## config.mk

```make
export PLATFORM = sky130hd
export DESIGN_NAME = coco_spi_slave
export DESIGN_NICKNAME = d
export VERILOG_FILES = /design/src/rtl/coco_spi_slave.sv
export SDC_FILE = /design/constraint.sdc
export NUM_CORES = 1
export LEC_CHECK = 0
export CAP_MARGIN = 5
export CORE_ASPECT_RATIO = 0.5
export CORE_MARGIN = 1.5
export CORE_UTILIZATION = 41
export DETAILED_ROUTE_END_ITERATION = 8
export PLACE_DENSITY_LB_ADDON = 0.12
export SLEW_MARGIN = 25
export SYNTH_ARGS = -nofsm -noshare
export SYNTH_HDL_FRONTEND = slang
export SYNTH_SLANG_ARGS = --single-unit
```

## constraint.sdc

```tcl
create_clock -name clock_50 -period 3.9 [get_ports clock_50]
set_input_delay 0.585 -clock clock_50 [delete_from_list [all_inputs] [get_ports clock_50]]
set_output_delay 0.585 -clock clock_50 [all_outputs]
set_load 0.03 [all_outputs]
```

## src/rtl/coco_spi_slave.sv

```systemverilog
// coco_spi_slave: SPI mode-0 slave front end for the CoCo FDC CPLD.
// Brings SCK/MOSI/SSEL into the clock_50 domain, assembles MOSI bytes into
// one-cycle strobes for the FDC/SRAM arbiter and shifts the arbiter's byte
// out on MISO, MSB first.
// Optional build macro: SPI_MISO_TRISTATE_EN -- MISO floats while no frame
// is active; without it MISO is always driven (0 between frames).
module coco_spi_slave #(
    parameter int SYNC_STAGES = 3
) (
    input  logic       clock_50,
    input  logic       reset,
    input  logic       SCK,
    input  logic       MOSI,
    input  logic       SSEL,
    output logic       MISO,
    output logic       byte_received,
    output logic [7:0] byte_data_received,
    input  logic [7:0] byte_send,
    input  logic       send_latch,
    output logic       frame_active,
    output logic [7:0] byte_count,
    output logic       tx_underrun
);

    // Synchronizer chains: index 0 is the newest sample.
    logic [SYNC_STAGES-1:0] sck_sync_q;
    logic [SYNC_STAGES-1:0] ssel_sync_q;
    logic [SYNC_STAGES-1:0] mosi_sync_q;
    // A 1 in prime_q[i] means ssel_sync_q[i] holds a real pin sample rather
    // than the reset preset, so a held-low SSEL across reset is not mistaken
    // for a fresh frame start.
    logic [SYNC_STAGES-1:0] prime_q;

    logic       frame_active_q, frame_active_d;
    logic [2:0] bitcnt_q,       bitcnt_d;
    logic [7:0] byte_count_q,   byte_count_d;
    logic [7:0] rxshift_q,      rxshift_d;
    logic [7:0] txshift_q,      txshift_d;
    logic [7:0] rx_data_q,      rx_data_d;
    logic       rx_stb_q,       rx_stb_d;
    logic       underrun_q,     underrun_d;

    logic       sck_rise;
    logic       sck_fall;
    logic       ssel_fall;
    logic       ssel_rise;
    logic       mosi_bit;
    logic [7:0] load_val;

    // Pin synchronizers with their reset presets (SCK low, SSEL high, MOSI low).
    always_ff @(posedge clock_50 or negedge reset) begin
        if (!reset) begin
            sck_sync_q  <= '0;
            ssel_sync_q <= '1;
            mosi_sync_q <= '0;
            prime_q     <= '0;
        end else begin
            sck_sync_q  <= {sck_sync_q[SYNC_STAGES-2:0], SCK};
            ssel_sync_q <= {ssel_sync_q[SYNC_STAGES-2:0], SSEL};
            mosi_sync_q <= {mosi_sync_q[SYNC_STAGES-2:0], MOSI};
            prime_q     <= {prime_q[SYNC_STAGES-2:0], 1'b1};
        end
    end

    assign sck_rise  =  sck_sync_q[SYNC_STAGES-2] & ~sck_sync_q[SYNC_STAGES-1];
    assign sck_fall  = ~sck_sync_q[SYNC_STAGES-2] &  sck_sync_q[SYNC_STAGES-1];
    assign ssel_fall =  prime_q[SYNC_STAGES-1] &  ssel_sync_q[SYNC_STAGES-1]
                      & ~ssel_sync_q[SYNC_STAGES-2];
    assign ssel_rise = ~ssel_sync_q[SYNC_STAGES-1] & ssel_sync_q[SYNC_STAGES-2];
    // MOSI changes on SCK fall in mode 0, so it is long settled at the rise.
    assign mosi_bit  = mosi_sync_q[SYNC_STAGES-1];
    assign load_val  = send_latch ? byte_send : 8'h00;

    // Frame, bit/byte counting and shift-register next-state logic.
    always_comb begin
        frame_active_d = frame_active_q;
        bitcnt_d       = bitcnt_q;
        byte_count_d   = byte_count_q;
        rxshift_d      = rxshift_q;
        txshift_d      = txshift_q;
        rx_data_d      = rx_data_q;
        rx_stb_d       = 1'b0;
        underrun_d     = 1'b0;

        if (ssel_fall) begin
            // Also covers a fall seen while a frame is still open.
            frame_active_d = 1'b1;
            bitcnt_d       = 3'd0;
            byte_count_d   = 8'h00;
            txshift_d      = load_val;
            underrun_d     = ~send_latch;
        end else if (frame_active_q) begin
            if (sck_rise) begin
                rxshift_d = {rxshift_q[6:0], mosi_bit};
                bitcnt_d  = bitcnt_q + 3'd1;
                if (bitcnt_q == 3'd7) begin
                    rx_data_d  = {rxshift_q[6:0], mosi_bit};
                    rx_stb_d   = 1'b1;
                    if (byte_count_q != 8'hFF) begin
                        byte_count_d = byte_count_q + 8'd1;
                    end
                    txshift_d  = load_val;
                    underrun_d = ~send_latch;
                end
            end else if (sck_fall && (bitcnt_q != 3'd0)) begin
                // Skipped right after a byte boundary so the reloaded MSB stays.
                txshift_d = {txshift_q[6:0], 1'b0};
            end
            // Frame close wins last, after any byte completed in this cycle.
            if (ssel_rise) begin
                frame_active_d = 1'b0;
                bitcnt_d       = 3'd0;
                txshift_d      = 8'h00;
            end
        end
    end

    // State registers; reset returns everything to idle immediately.
    always_ff @(posedge clock_50 or negedge reset) begin
        if (!reset) begin
            frame_active_q <= 1'b0;
            bitcnt_q       <= 3'd0;
            byte_count_q   <= 8'h00;
            rxshift_q      <= 8'h00;
            txshift_q      <= 8'h00;
            rx_data_q      <= 8'h00;
            rx_stb_q       <= 1'b0;
            underrun_q     <= 1'b0;
        end else begin
            frame_active_q <= frame_active_d;
            bitcnt_q       <= bitcnt_d;
            byte_count_q   <= byte_count_d;
            rxshift_q      <= rxshift_d;
            txshift_q      <= txshift_d;
            rx_data_q      <= rx_data_d;
            rx_stb_q       <= rx_stb_d;
            underrun_q     <= underrun_d;
        end
    end

    assign byte_received      = rx_stb_q;
    assign byte_data_received = rx_data_q;
    assign frame_active       = frame_active_q;
    assign byte_count         = byte_count_q;
    assign tx_underrun        = underrun_q;

`ifdef SPI_MISO_TRISTATE_EN
    assign MISO = frame_active_q ? txshift_q[7] : 1'bz;
`else
    assign MISO = txshift_q[7];
`endif

endmodule

```

---- Word level (Yosys, flattened, before mapping) ----
Cells that the tools add are included.
word-level totals
  flip-flop bits (word level) ............. 49
cells by class
  reductions and logical operators ........ 13
  add/sub/neg operators ................... 2
  bitwise logic cells ..................... 11
  mux-type cells .......................... 27
  equal/unequal tests ..................... 3
operators by type and width
  kind                   count
  $mux W8                12
  $mux W3                4
  $mux W1                11
  $add A8 B1 Y8 const B  1
  $ne A8 B8 Y1 const B   1
  $reduce_and A4 Y1      2
  $reduce_bool A2 Y1     4
  $not A1 Y1             6
  $reduce_and A3 Y1      2
  $reduce_bool A3 Y1     2
  $and A1 B1 Y1          5
  $ne A4 B1 Y1 const B   1
  $reduce_bool A4 Y1     1
  $add A3 B1 Y3 const B  1
  $eq A3 B3 Y1 const B   1
  $reduce_and A2 Y1      1
  $logic_and A1 B1 Y1    1

---- Logic depth before layout (Yosys ltp) ----
  depth in word-level cells ............... 8
  depth in mapped cells ................... 6
  mapped depth without buffers ............ 6

---- Least setup slack after synthesis ----
No wires, ideal clock.
  path type ............................... register to register
  start ................................... reg bitcnt_q[0]
  end ..................................... reg txshift_q[0]
  path buffers ............................ 0
  arrival time ............................ 1.958 ns
  library setup time ...................... 0.125 ns
  stages on the path, launching flop included .. 7
  setup slack ............................. 1.817 ns
  cell sequence ........................... dfrtp_1 -> ha_1 -> ha_1 -> or3b_4 -> a211oi_4 -> a21oi_4 -> mux2_4
between the ends
  longest elaborated chain between the ends .. 4
  elaborated cells between the ends (all ways) .. 6
RTL lines
  what                           RTL line  RTL
  from (decl)                    35        logic [2:0] bitcnt_q, bitcnt_d;
  from (signal assigned)         131       bitcnt_q <= bitcnt_d;
  $reduce_bool A3 Y1             105       end else if (sck_fall && (bitcnt_q != 3'd0)) begin
  $logic_and A1 B1 Y1            105
  $reduce_bool A4 Y1 (no line)   n/a
  $reduce_and A3 Y1 (no line) *  n/a
  to (signal assigned)           134       txshift_q <= txshift_d;
  to (decl)                      38        logic [7:0] txshift_q, txshift_d;
Mark *: on every way between the ends. The rest lies on a longest branch, timed or not.
A chain may end at the register's enable or synchronous reset.

---- Worst setup path after layout ----
Same ends and word-level chain as after synthesis.

==> metrics.md <==
| Metric | Value |
|---|---|
| Outcome | complete, no violations |
| Area grow syn2layout | 24.3% |
| Gate power share | roughly 14% |
| Num Clock Sinks | 49 |
| Class of the worst hold path | input pin to async pin |
| WP buf/inv | 0 |
| CTS max path bufs | 2 |
| Compound-Gate Fraction of Synth Area | 15.2% |
| Core Area | about 5000 um^2 |
| Chip height | about 54 um |
| Leakage | 1.15 nW |
| Grt total ovfl | 0 |
| Initial DRC count | 36 |
| CP startpoint kind | flop |
| Dpl hpwl | 2.73 mm |
| Psw | between 0.0002 and 0.0003 W |
| Main synth FF type | dfrtp_1 |
| Post-synthesis sequential area ratio | 58.1% |
| F_max | 445 MHz |
| Clock power frac | 31.2% |
| Share of cells above drive strength 1 | 15.9% |
| Worst slew pin tran | 659 ps |
| Adder-cell share of the synthesized area | 2.95% |
| CTS Buf Count | 5 |
| Die Area | roughly 5600 um^2 |
| Slew margin rel. | 55.6% |
| Library cells used by synthesis | 38 |
| Synth Area in XOR/XNOR | 0.827% |
| RSZ-0062 raised after global routing | no |
| Commonest cells after routing, fill and taps aside | dfrtp_1 (46), clkdlybuf4s50_1 (32), mux2_2 (15) |
| CTS Hold Bufs | 0 |
| Seq pwr share | approximately 55% |
| Slew Viols, Final | 0 |
| DR pass1 iterations | 4 |
| Post-synthesis simple-gate area fraction | 12.2% |
| Post-synth EDFFs | 0 |
| Post-Syn Area | approximately 2100 um^2 |
| Crit path cell chain | ha_1, ha_1, or3b_4, a211oi_4, a21oi_4, mux2_4 |
| Reg2Reg Setup Slack | 1650 ps |
| Largest net degree at the start of global routing | 50 |
| Antenna-violating nets left | 0 |
| Top delay family on crit path | compound AO/OA/AOI/OAI gates |
| Quantity of I/O buffers inserted on ports | 33 |
| First-pass GRT wire length | 6.89 mm |
| Hold Vio Cnt, Final | 0 |
| # Post-CTS Setup Buffers | 0 |
| Syn. warnings | 0 |
| Critical Path AT | 2430 ps |
| Clock tree root driver cell | clkbuf_8 |
| Final setup fails | 0 |
| # diodes | 0 |
| GR Util All Layers | 15.9% |
| Worst ir drop on vdd | approximately 170 uV |
| Post-synthesis mux area share | 9.16% |
| Multi-input logic area | 857 um^2 |
| Initial Util | ~43% |
| CP most frequent cell | ha_1 |
| Commonest non-fill, non-tap cell in the layout | dfrtp_1 |
| Final instance area | approximately 2600 um^2 |
| Fill count | 445 |
| Fin crit share | 57.6% |
| Flops & latches, synth | 49 |
| FF/Latch Area | 1230 um^2 |
| CP Class | flop to flop |
| CTS clk-pin slew, worst paths | 90 ps |
| Row cnt | 18 |
| CP Max Fanout | 8 |
| Largest family of logic cells by synthesized area | compound AO/OA/AOI/OAI gates |
| Die X-Extent | 105 um |
| Post-route clock skew | 7.62 ps |
| Post-CTS sizing | 0 |
| Ys async rst share | 100% |
| Synthesized area per cell | 12.5 um^2 |
| Fin worst setup slack | 1650 ps |
| TNS Setup | 0 ps |
| Clk Latency, worst-skew pair | 290 ps |
| Max-cap violations | 0 |
| Placed Area | 2520 um^2 |
| Initial antenna violation count | 0 |
| Vias in the first global route | 1436 |
| Worst EP required | 4090 ps |
| Cell internal pwr | 0.000851 W |
| Final nets | about 230 |
| H-tree levels | 2 |
| Final wirelength | approximately 3.9 mm |
| Crit-path slowest cell | a211oi_4 |
| Drt via density | approximately 5.1 |
| Cells after Synth | ~170 |
| CTS tree | yes |
| Switching Fraction | 24.6% |
| Syn nets | about 190 |
| WL per Instance | approximately 14 um |
| PwrDens | 428 nW/um^2 |
| Residual DRC | 0 |
| Pre-CTS setup slack | 1680 ps |
| RePlAce Congestion | 0.733 |
| CP Capture Type | flop |
| Crit path time final | ~2200 ps |
| I/O pins | 34 |
| Max stage delay on crit path | between 400 and 500 ps |
| Via count | ~1400 |
-- cell type report --
class	instances	share of cell area, %
Multi-Input combinational cell	112	32.6
Clock inverter	2	1.47
Inverter	5	0.713
Timing Repair Buffer	33	12.5
Tap cell	70	3.33
Clock buffer	6	2.76
Sequential cell	49	46.7
-- synth_stat cells, types with 2 or more instances --
master | n | area [um^2]
a21oi_1 | 10 | 50.1
a22oi_1 | 2 | 15.0
and3_1 | 2 | 12.5
and3b_1 | 2 | 17.5
buf_1 | 2 | 7.51
dfrtp_1 | 46 | 1150
dfstp_2 | 3 | 78.8
ha_1 | 5 | 62.6
inv_1 | 5 | 18.8
mux2_2 | 15 | 169
nand2_1 | 10 | 37.5
nand2b_1 | 2 | 12.5
nand3_1 | 5 | 25.0
nand3b_1 | 2 | 15.0
nand4_1 | 3 | 18.8
nor2_1 | 7 | 26.3
nor2b_1 | 3 | 18.8
nor3_1 | 2 | 10.0
o211ai_1 | 5 | 37.5
o21a_1 | 7 | 52.6
o21ai_0 | 5 | 25.0
o31ai_1 | 3 | 22.5
o32a_1 | 7 | 70.1
xor2_1 | 2 | 17.5
-- worst paths after layout --
| path | depth (start not counted) | startpoint | endpoint |
|---|---|---|---|
| setup / recovery | 6 | bitcnt_q[0]$_DFFE_PN0P_ | txshift_q[0]$_DFFE_PN0P_ |
| hold / removal | 1 | reset | tx_underrun$_DFF_PN0_ |
| max in group asynchronous | 1 | reset | rxshift_q[2]$_DFFE_PN0P_ |
| hold reg to reg | 0 | sck_sync_q[0]$_DFF_PN0_ | sck_sync_q[1]$_DFF_PN0_ |
| min in group clock_50 | 0 | sck_sync_q[0]$_DFF_PN0_ | sck_sync_q[1]$_DFF_PN0_ |
| setup reg to reg | 6 | bitcnt_q[0]$_DFFE_PN0P_ | txshift_q[0]$_DFFE_PN0P_ |
-- metrics by stage --
step	total power [W]	hold slack, ps	instances	utilization, %
after floorplan	0.000725	289	169	-
after global placement	0.000781	331	269	50.8
after detailed placement	0.000787	335	269	50.9
after CTS	0.00114	313	277	53.1
after global routing	0.00119	335	277	53.1
final	0.00113	280	277	53.1
-- power groups by stage --
stage / logic (W) / clock network [W] / registers, W
final: 0.000155 / 0.000352 / 0.000620
after global routing: 0.000172 / 0.000389 / 0.000631
after CTS: 0.000158 / 0.000364 / 0.000620
after detailed placement: 0.000158 / 0 / 0.000630
after global placement: 0.000153 / 0 / 0.000628
after floorplan: 0.0000999 / 0 / 0.000625
-- flip-flops by register name, indices dropped and copies added, names as in the netlist --
name and cells:
sck_sync_q 3, ssel_sync_q 3, frame_active 1, byte_data_received 8, byte_count 8, bitcnt_q 3
rxshift_q 7, tx_underrun 1, mosi_sync_q 3, txshift_q 8, byte_received 1, prime_q 3
-- logic make-up (layout without fill, tap and decap cells) --
| logic type | count (synthesis) | in the layout |
|---|---|---|
| AO/OA/AOI/OAI | 43 | 43 |
| XOR/XNOR | 2 | 2 |
| adder cells (fa/ha/maj) | 5 | 5 |
| buffers and inverters | 8 | 46 |
| flip-flops | 49 | 49 |
| multiplexers | 17 | 17 |
| other | 1 | 1 |
| AND/OR/NAND/NOR | 44 | 44 |
-- per-layer routing --
metal	part of all wire, %	track usage (%)	vias to the layer above	wire [um]
li1	-	-	689	-
met5	0	0	-	0
met1	54	22.4	686	2120
met3	5.1	4.96	2	199
met4	0.36	3.42	0	14
met2	41	24.6	38	1600
Power figures use the tool's default switching activity.
